--- config.mk ---
export PLATFORM = sky130hd
export DESIGN_NAME = button_event_gen_flat
export DESIGN_NICKNAME = d
export VERILOG_FILES = /design/src/rtl/button_event_gen_if.sv /design/src/rtl/button_event_gen.sv /design/src/flat_wrapper.sv
export SDC_FILE = /design/constraint.sdc
export NUM_CORES = 1
export LEC_CHECK = 0
export CAP_MARGIN = 20
export CORE_MARGIN = 10
export CORE_UTILIZATION = 34
export DETAILED_ROUTE_END_ITERATION = 7
export SLEW_MARGIN = 20
export SYNTH_ARGS = -nofsm -noshare
export SYNTH_HDL_FRONTEND = slang
export SYNTH_SLANG_ARGS = --single-unit
--- constraint.sdc ---
create_clock -name clk -period 3.5 [get_ports clk]
set_clock_uncertainty 0.05 [all_clocks]
set_input_delay 0.7 -clock clk [delete_from_list [all_inputs] [get_ports clk]]
set_output_delay 0.7 -clock clk [all_outputs]
set_load 0.02 [all_outputs]
--- src/rtl/button_event_gen_if.sv ---
// ---------------------------------------------------------------------------
// button_event_gen_if
// Bundles the raw button levels and the conditioned event outputs of
// button_event_gen.
//   btn_raw       raw asynchronous button levels, 1 = pressed
//   btn_db        debounced levels, one bit per button
//   press_pulse   one-cycle pulse when the owning button's press is accepted
//   release_pulse one-cycle pulse when the owning button is released
//   long_pulse    one-cycle pulse when the owner has been held long enough
//   repeat_pulse  one-cycle periodic pulse while the owner is long-held
//   busy          a button currently owns the arbiter
//   owner_idx     index of the owning button, 0 when not busy
// Modports: master = button source / event consumer, slave = the conditioner.
// ---------------------------------------------------------------------------
interface button_event_gen_if #(
  parameter int NUM_BTN = 5
);
  localparam int OWNER_W = (NUM_BTN > 1) ? $clog2(NUM_BTN) : 1;

  logic [NUM_BTN-1:0] btn_raw;
  logic [NUM_BTN-1:0] btn_db;
  logic [NUM_BTN-1:0] press_pulse;
  logic [NUM_BTN-1:0] release_pulse;
  logic [NUM_BTN-1:0] long_pulse;
  logic [NUM_BTN-1:0] repeat_pulse;
  logic               busy;
  logic [OWNER_W-1:0] owner_idx;

  modport master (
    output btn_raw,
    input  btn_db, press_pulse, release_pulse, long_pulse, repeat_pulse,
           busy, owner_idx
  );

  modport slave (
    input  btn_raw,
    output btn_db, press_pulse, release_pulse, long_pulse, repeat_pulse,
           busy, owner_idx
  );
endinterface

--- src/rtl/button_event_gen.sv ---
// ---------------------------------------------------------------------------
// button_event_gen
// Push-button front end: synchronises and debounces every raw button, lets
// one button at a time own the event arbiter, and emits one-cycle press,
// release, long-press and auto-repeat pulses for the owner.
// Ports:
//   clk    system clock
//   reset  synchronous, active-high reset
//   bus    button_event_gen_if.slave (raw levels in, debounced levels and
//          event pulses out; see the interface header)
// Build option:
//   BUTTON_REPEAT_EN  when defined, the LONG state emits repeat_pulse every
//                     REPEAT_CYCLES; when undefined repeat_pulse is tied low
//                     and the repeat counter is not built.
// ---------------------------------------------------------------------------
module button_event_gen #(
  parameter int NUM_BTN         = 5,
  parameter int SYNC_STAGES     = 2,
  parameter int DEBOUNCE_CYCLES = 1_000_000,
  parameter int LONG_CYCLES     = 100_000_000,
  parameter int REPEAT_CYCLES   = 25_000_000
) (
  input logic               clk,
  input logic               reset,
  button_event_gen_if.slave bus
);
  localparam int OWNER_W = (NUM_BTN > 1) ? $clog2(NUM_BTN) : 1;
  localparam int DB_W    = (DEBOUNCE_CYCLES > 1) ? $clog2(DEBOUNCE_CYCLES) : 1;
  localparam int HOLD_W  = (LONG_CYCLES > 1) ? $clog2(LONG_CYCLES) : 1;

  localparam logic [DB_W-1:0]   DB_LAST   = DB_W'(DEBOUNCE_CYCLES - 1);
  localparam logic [HOLD_W-1:0] HOLD_LAST = HOLD_W'(LONG_CYCLES - 1);

  localparam logic [1:0] ST_IDLE = 2'd0;
  localparam logic [1:0] ST_HELD = 2'd1;
  localparam logic [1:0] ST_LONG = 2'd2;

  // Lowest-index set bit; the arbiter gives simultaneous rises to the lowest.
  function automatic logic [OWNER_W-1:0] lowest_set(input logic [NUM_BTN-1:0] v);
    logic [OWNER_W-1:0] idx;
    idx = '0;
    for (int i = NUM_BTN - 1; i >= 0; i--) begin
      if (v[i]) begin
        idx = OWNER_W'(i);
      end
    end
    return idx;
  endfunction

  logic [NUM_BTN-1:0] sync_r [SYNC_STAGES];
  logic [DB_W-1:0]    db_cnt_r [NUM_BTN];
  logic [NUM_BTN-1:0] db_r;
  logic [NUM_BTN-1:0] db_q_r;
  logic [NUM_BTN-1:0] sync_last_s;
  logic [NUM_BTN-1:0] rise_s;
  logic [NUM_BTN-1:0] fall_s;
  logic [NUM_BTN-1:0] owner_bit_s;
  logic [OWNER_W-1:0] lowest_s;
  logic               owner_fall_s;

  logic [1:0]         state_r;
  logic [OWNER_W-1:0] owner_r;
  logic               busy_r;
  logic [HOLD_W-1:0]  hold_cnt_r;
  logic [NUM_BTN-1:0] press_r;
  logic [NUM_BTN-1:0] release_r;
  logic [NUM_BTN-1:0] long_r;

  assign sync_last_s  = sync_r[SYNC_STAGES-1];
  assign rise_s       = db_r & ~db_q_r;
  assign fall_s       = ~db_r & db_q_r;
  assign owner_bit_s  = NUM_BTN'(1) << owner_r;
  assign owner_fall_s = fall_s[owner_r];
  assign lowest_s     = lowest_set(rise_s);

  // Plain shift-register synchroniser, nothing ahead of the last stage.
  always_ff @(posedge clk) begin
    if (reset) begin
      for (int s = 0; s < SYNC_STAGES; s++) begin
        sync_r[s] <= '0;
      end
    end else begin
      sync_r[0] <= bus.btn_raw;
      for (int s = 1; s < SYNC_STAGES; s++) begin
        sync_r[s] <= sync_r[s-1];
      end
    end
  end

  // Per-bit debounce: a level change is accepted only after DEBOUNCE_CYCLES
  // consecutive cycles of disagreement; any agreement restarts the count.
  always_ff @(posedge clk) begin
    if (reset) begin
      db_r <= '0;
      for (int i = 0; i < NUM_BTN; i++) begin
        db_cnt_r[i] <= '0;
      end
    end else begin
      for (int i = 0; i < NUM_BTN; i++) begin
        if (sync_last_s[i] == db_r[i]) begin
          db_cnt_r[i] <= '0;
        end else if (db_cnt_r[i] == DB_LAST) begin
          db_r[i]     <= sync_last_s[i];
          db_cnt_r[i] <= '0;
        end else begin
          db_cnt_r[i] <= db_cnt_r[i] + DB_W'(1);
        end
      end
    end
  end

  // Delayed copy of the debounced levels for rise/fall detection.
  always_ff @(posedge clk) begin
    if (reset) begin
      db_q_r <= '0;
    end else begin
      db_q_r <= db_r;
    end
  end

  // Ownership arbiter. Release is tested before the long threshold so a
  // release coinciding with it produces only release_pulse. Rises seen while
  // busy are dropped, never queued.
  always_ff @(posedge clk) begin
    if (reset) begin
      state_r    <= ST_IDLE;
      owner_r    <= '0;
      busy_r     <= 1'b0;
      hold_cnt_r <= '0;
      press_r    <= '0;
      release_r  <= '0;
      long_r     <= '0;
    end else begin
      press_r   <= '0;
      release_r <= '0;
      long_r    <= '0;
      case (state_r)
        ST_IDLE: begin
          if (|rise_s) begin
            owner_r    <= lowest_s;
            press_r    <= NUM_BTN'(1) << lowest_s;
            hold_cnt_r <= '0;
            busy_r     <= 1'b1;
            state_r    <= ST_HELD;
          end else begin
            state_r <= ST_IDLE;
          end
        end
        ST_HELD: begin
          if (owner_fall_s) begin
            release_r <= owner_bit_s;
            busy_r    <= 1'b0;
            owner_r   <= '0;
            state_r   <= ST_IDLE;
          end else if (hold_cnt_r == HOLD_LAST) begin
            long_r  <= owner_bit_s;
            state_r <= ST_LONG;
          end else begin
            hold_cnt_r <= hold_cnt_r + HOLD_W'(1);
          end
        end
        ST_LONG: begin
          // hold counter is frozen here; only release leaves this state
          if (owner_fall_s) begin
            release_r <= owner_bit_s;
            busy_r    <= 1'b0;
            owner_r   <= '0;
            state_r   <= ST_IDLE;
          end else begin
            state_r <= ST_LONG;
          end
        end
        default: begin
          busy_r  <= 1'b0;
          owner_r <= '0;
          state_r <= ST_IDLE;
        end
      endcase
    end
  end

`ifdef BUTTON_REPEAT_EN
  localparam int REP_W = (REPEAT_CYCLES > 1) ? $clog2(REPEAT_CYCLES) : 1;
  localparam logic [REP_W-1:0] REP_LAST = REP_W'(REPEAT_CYCLES - 1);

  logic [REP_W-1:0]   rep_cnt_r;
  logic [NUM_BTN-1:0] repeat_r;

  // Auto-repeat: counter restarts on entry to LONG, pulses each time it wraps;
  // a release in the wrap cycle suppresses the repeat.
  always_ff @(posedge clk) begin
    if (reset) begin
      rep_cnt_r <= '0;
      repeat_r  <= '0;
    end else begin
      repeat_r <= '0;
      if ((state_r == ST_HELD) && !owner_fall_s && (hold_cnt_r == HOLD_LAST)) begin
        rep_cnt_r <= '0;
      end else if ((state_r == ST_LONG) && !owner_fall_s) begin
        if (rep_cnt_r == REP_LAST) begin
          rep_cnt_r <= '0;
          repeat_r  <= owner_bit_s;
        end else begin
          rep_cnt_r <= rep_cnt_r + REP_W'(1);
        end
      end else begin
        rep_cnt_r <= rep_cnt_r;
      end
    end
  end

  assign bus.repeat_pulse = repeat_r;
`else
  assign bus.repeat_pulse = '0;
`endif

  assign bus.btn_db        = db_r;
  assign bus.press_pulse   = press_r;
  assign bus.release_pulse = release_r;
  assign bus.long_pulse    = long_r;
  assign bus.busy          = busy_r;
  assign bus.owner_idx     = owner_r;
endmodule

--- src/flat_wrapper.sv ---
// flat-port wrapper written by rule: the top's interface ports become plain ports
module button_event_gen_flat 
#(
  parameter int NUM_BTN         = 5,
  parameter int SYNC_STAGES     = 2,
  parameter int DEBOUNCE_CYCLES = 1_000_000,
  parameter int LONG_CYCLES     = 100_000_000,
  parameter int REPEAT_CYCLES   = 25_000_000
)
  (clk, reset, bus_btn_raw, bus_btn_db, bus_press_pulse, bus_release_pulse, bus_long_pulse, bus_repeat_pulse, bus_busy, bus_owner_idx);
  button_event_gen_if #(.NUM_BTN(NUM_BTN)) bus_i ();
  input logic clk;
  input logic reset;
  input wire logic [$bits(bus_i.btn_raw)-1:0] bus_btn_raw;
  output wire logic [$bits(bus_i.btn_db)-1:0] bus_btn_db;
  output wire logic [$bits(bus_i.press_pulse)-1:0] bus_press_pulse;
  output wire logic [$bits(bus_i.release_pulse)-1:0] bus_release_pulse;
  output wire logic [$bits(bus_i.long_pulse)-1:0] bus_long_pulse;
  output wire logic [$bits(bus_i.repeat_pulse)-1:0] bus_repeat_pulse;
  output wire logic [$bits(bus_i.busy)-1:0] bus_busy;
  output wire logic [$bits(bus_i.owner_idx)-1:0] bus_owner_idx;
  assign bus_i.btn_raw = bus_btn_raw;
  assign bus_btn_db = bus_i.btn_db;
  assign bus_press_pulse = bus_i.press_pulse;
  assign bus_release_pulse = bus_i.release_pulse;
  assign bus_long_pulse = bus_i.long_pulse;
  assign bus_repeat_pulse = bus_i.repeat_pulse;
  assign bus_busy = bus_i.busy;
  assign bus_owner_idx = bus_i.owner_idx;
  button_event_gen #(.NUM_BTN(NUM_BTN), .SYNC_STAGES(SYNC_STAGES), .DEBOUNCE_CYCLES(DEBOUNCE_CYCLES), .LONG_CYCLES(LONG_CYCLES), .REPEAT_CYCLES(REPEAT_CYCLES)) u_core (.clk(clk), .reset(reset), .bus(bus_i));
endmodule
==> impl_metrics.py <==
metrics = {
    "run_status": {
        "outcome": "completed",
    },
    "die": {
        "dieHeight_um": 177,
        "die_area_mm2": 0.0312,
        "initial_core_util_pct": 34.4,
        "die_x_um": 177,
        "io_pins": 36,
        "core_area_mm2": 0.0242,
        "rows": 57,
    },
    "setup_path": {
        "start_kind": "register",
        "required_ns": 3.80,
        "reg2reg_depth": 8,
        "end_kind": "register",
        "worstSetupPathType": "reg2reg",
        "worst-path-max-fanout": 18,
        "critical_path_arrival_ns": 3.08,
    },
    "clock_network": {
        "cts_hold_buf": 0,
        "cts_resized": 0,
        "insertion_delay_ns": 0.42,
        "htree_num_levels": 4,
        "cts_tree": "done",
        "cts-root-buf": "clkbuf_16",
        "cts_buffer_depth": 2,
        "cts_setup_buffers": 0,
        "cts_inserted_buffers": 17,
        "cts_sinks": 168,
        "clk_pin_slew_ns": 0.06,
    },
    "grt": {
        "grt_max_degree": 21,
        "antenna_found_initial": 0,
        "grt_overflow": 0,
        "gr-usage-all-layers_pct": 10.9,
        "grt_pass1_wl_mm": 28.0,
        "grt_pass1_vias": 5764,
    },
    "synth": {
        "syn_inst": 843,
        "yosysTopAreaCell": "edfxtp_1",
        "synthArstFlopShare_pct": 0,
        "post-synth-top-count-cell": "nor2_1",
        "syn_area_mm2": 0.00835,
        "ys_warn_count": 0,
        "yosysUniqueCellTypes": 60,
        "seq_area_frac_synth_pct": 52.3,
        "ys_seq_elements": 168,
        "syn_area_per_cell_um2": 9.91,
        "synth-edff-count": 100,
        "synth_top_area_share_pct": 36.0,
        "synth_area_leaders": "edfxtp_1 36%, dfxtp_1 16%, nor2_1 6.7%",
        "synthTopCellsByCount": "150 x nor2_1, 100 x edfxtp_1, 68 x dfxtp_1",
        "synthFlopType": "edfxtp_1",
    },
    "sta": {
        "relSlewSlack_pct": 49.9,
        "setup_viol": 0,
        "fin_crit_ns": 2.78,
        "fmax_mhz": 360,
        "rsz0062_at_grt": "no",
        "setup_tns_ns": 0,
        "finalCritPeriodShare_pct": 79.4,
        "timing.final.hold_violations": 0,
        "drv_slew": 0,
        "worstMarginPinSlew_ns": 0.745,
    },
    "cells_and_area": {
        "post_route_cells_drive_above_1_share_pct": 4.18,
        "syn_to_final_growth_pct": 18.0,
        "fill_cells": 2452,
        "multi_input_area_mm2": 0.00415,
        "antenna_cells": 0,
        "finish.utilization_pct": 40.7,
        "regArea_mm2": 0.00436,
        "layout.nets": 983,
    },
    "power": {
        "powerDensity_mw_per_mm2": 416,
        "combPwrFrac_pct": 3.1,
        "p_sw_share_pct": 22.5,
        "ir_worst_vdd_mv": 0.269,
        "cellLeakagePower_nw": 3.41,
        "p_clk_share_pct": 43.3,
        "p_sw_w": 0.000925,
        "seqPwrFrac_pct": 53.7,
        "power.internal_w": 0.00318,
    },
    "detailed_routing": {
        "totalWireLength_mm": 16.4,
        "wl_met1_mm": 8.04,
        "firstDrtPassIters": 4,
        "ant_nets": 0,
        "wl_per_cell_um": 12.6,
        "route.top_layer_used": "met4",
        "drc": 0,
        "wl_met2_mm": 7.33,
        "dr_total_vias": 6150,
        "first_iter_violations": 436,
        "wl_met3_um": 889,
        "viasPerCell": 4.72,
    },
    "hold_path": {
        "hold_depth": 1,
        "min_path_type": "reg2reg",
    },
    "placement": {
        "dp_hpwl_mm": 11.8,
        "portBuffers": 30,
        "routabilityCongestion": 0.853,
    },
    "job": {
        "maxCapViolCount": 0,
    },
}
power by group through the flow:
stage | Combinational (W) | Clock (W) | Sequential, W
3_3_place_gp | 0.000123 | 0 | 0.00224
3_5_place_dp | 0.000123 | 0 | 0.00225
4_1_cts | 0.000125 | 0.00184 | 0.00220
5_1_grt | 0.000147 | 0.00191 | 0.00221
6_report | 0.000126 | 0.00178 | 0.00220
2_1_floorplan | 0.000106 | 0 | 0.00223
kinds of logic after synthesis:
kind of cell	after synthesis	synth area share [%]
AO/OA/AOI/OAI	74	5.96
XOR/XNOR	94	9.86
adder cells (fa/ha/maj)	9	1.35
buffers and inverters	46	2.71
flip-flops	168	52.3
multiplexers	6	0.869
other	2	0.0899
AND/OR/NAND/NOR	444	26.9
final cells by class:
cell class | instances | share of cell area [%]
Sequential cell | 168 | 44.3
Multi-Input combinational cell | 732 | 42.1
Clock buffer | 18 | 4.35
Tap cell | 324 | 4.11
Timing Repair Buffer | 33 | 3.27
Clock inverter | 14 | 1.28
Inverter | 15 | 0.622
through the flow:
step | cells | hold slack [ns] | instance area [um^2] | power [W] | setup WS, ns
detailed placement | 1272 | 0.370 | 9300 | 0.00237 | 0.554
floorplan | 946 | 0.364 | 8740 | 0.00234 | 1.25
CTS | 1304 | 0.386 | 9860 | 0.00416 | 0.721
global placement | 1272 | 0.368 | 9300 | 0.00237 | 0.571
finish | 1304 | 0.387 | 9860 | 0.00411 | 0.719
global route | 1304 | 0.405 | 9860 | 0.00427 | 0.504
critical path, stage by stage (launching register included):
cell     delay [ns]
dfxtp_1        0.33
inv_1          0.09
ha_1           0.48
inv_1          0.20
nor2_1         0.19
o21ai_2        0.10
or3b_1         0.63
or4_1          0.56
o21ai_1        0.08
state kept, by name, summed over array words and instances (netlist names):
register,flops
u_core.db_cnt_r,100
u_core.hold_cnt_r,27
u_core.sync_r,10
u_core.bus.btn_db,5
u_core.bus.long_pulse,5
u_core.bus.press_pulse,5
u_core.bus.release_pulse,5
u_core.db_q_r,5
u_core.bus.owner_idx,3
u_core.state_r,2
u_core.bus.busy,1
path summary, 6_finish.rpt:
check | start | endpoint | slack [ns]
setup / recovery | u_core.state_r[1]$_SDFFE_PP0P_ | u_core.hold_cnt_r[19]$_SDFFE_PP0P_ | 0.72
hold / removal | u_core.sync_r[0][0]$_SDFF_PP0_ | u_core.sync_r[0][5]$_SDFF_PP0_ | 0.39
setup reg to reg | u_core.state_r[1]$_SDFFE_PP0P_ | u_core.hold_cnt_r[19]$_SDFFE_PP0P_ | 0.72
hold reg to reg | u_core.sync_r[0][0]$_SDFF_PP0_ | u_core.sync_r[0][5]$_SDFF_PP0_ | 0.39
routing by layer:
metal / GRT usage [%] / vias to the layer above
met5: 0 / -
met4: 3.57 / 0
met3: 2.86 / 10
met2: 17.0 / 130
met1: 14.3 / 2850
li1: - / 3160
cells in the final DEF (no fill, tap or decap), types with 23 or more instances in the layout:
cell type	instances
nor2_1	150
conb_1	105
edfxtp_1	100
dfxtp_1	68
nand2_1	63
nand3_1	59
xor2_1	56
xnor2_1	38
clkdlybuf4s50_1	30
nand4_1	23
Power figures use the tool's default switching activity.
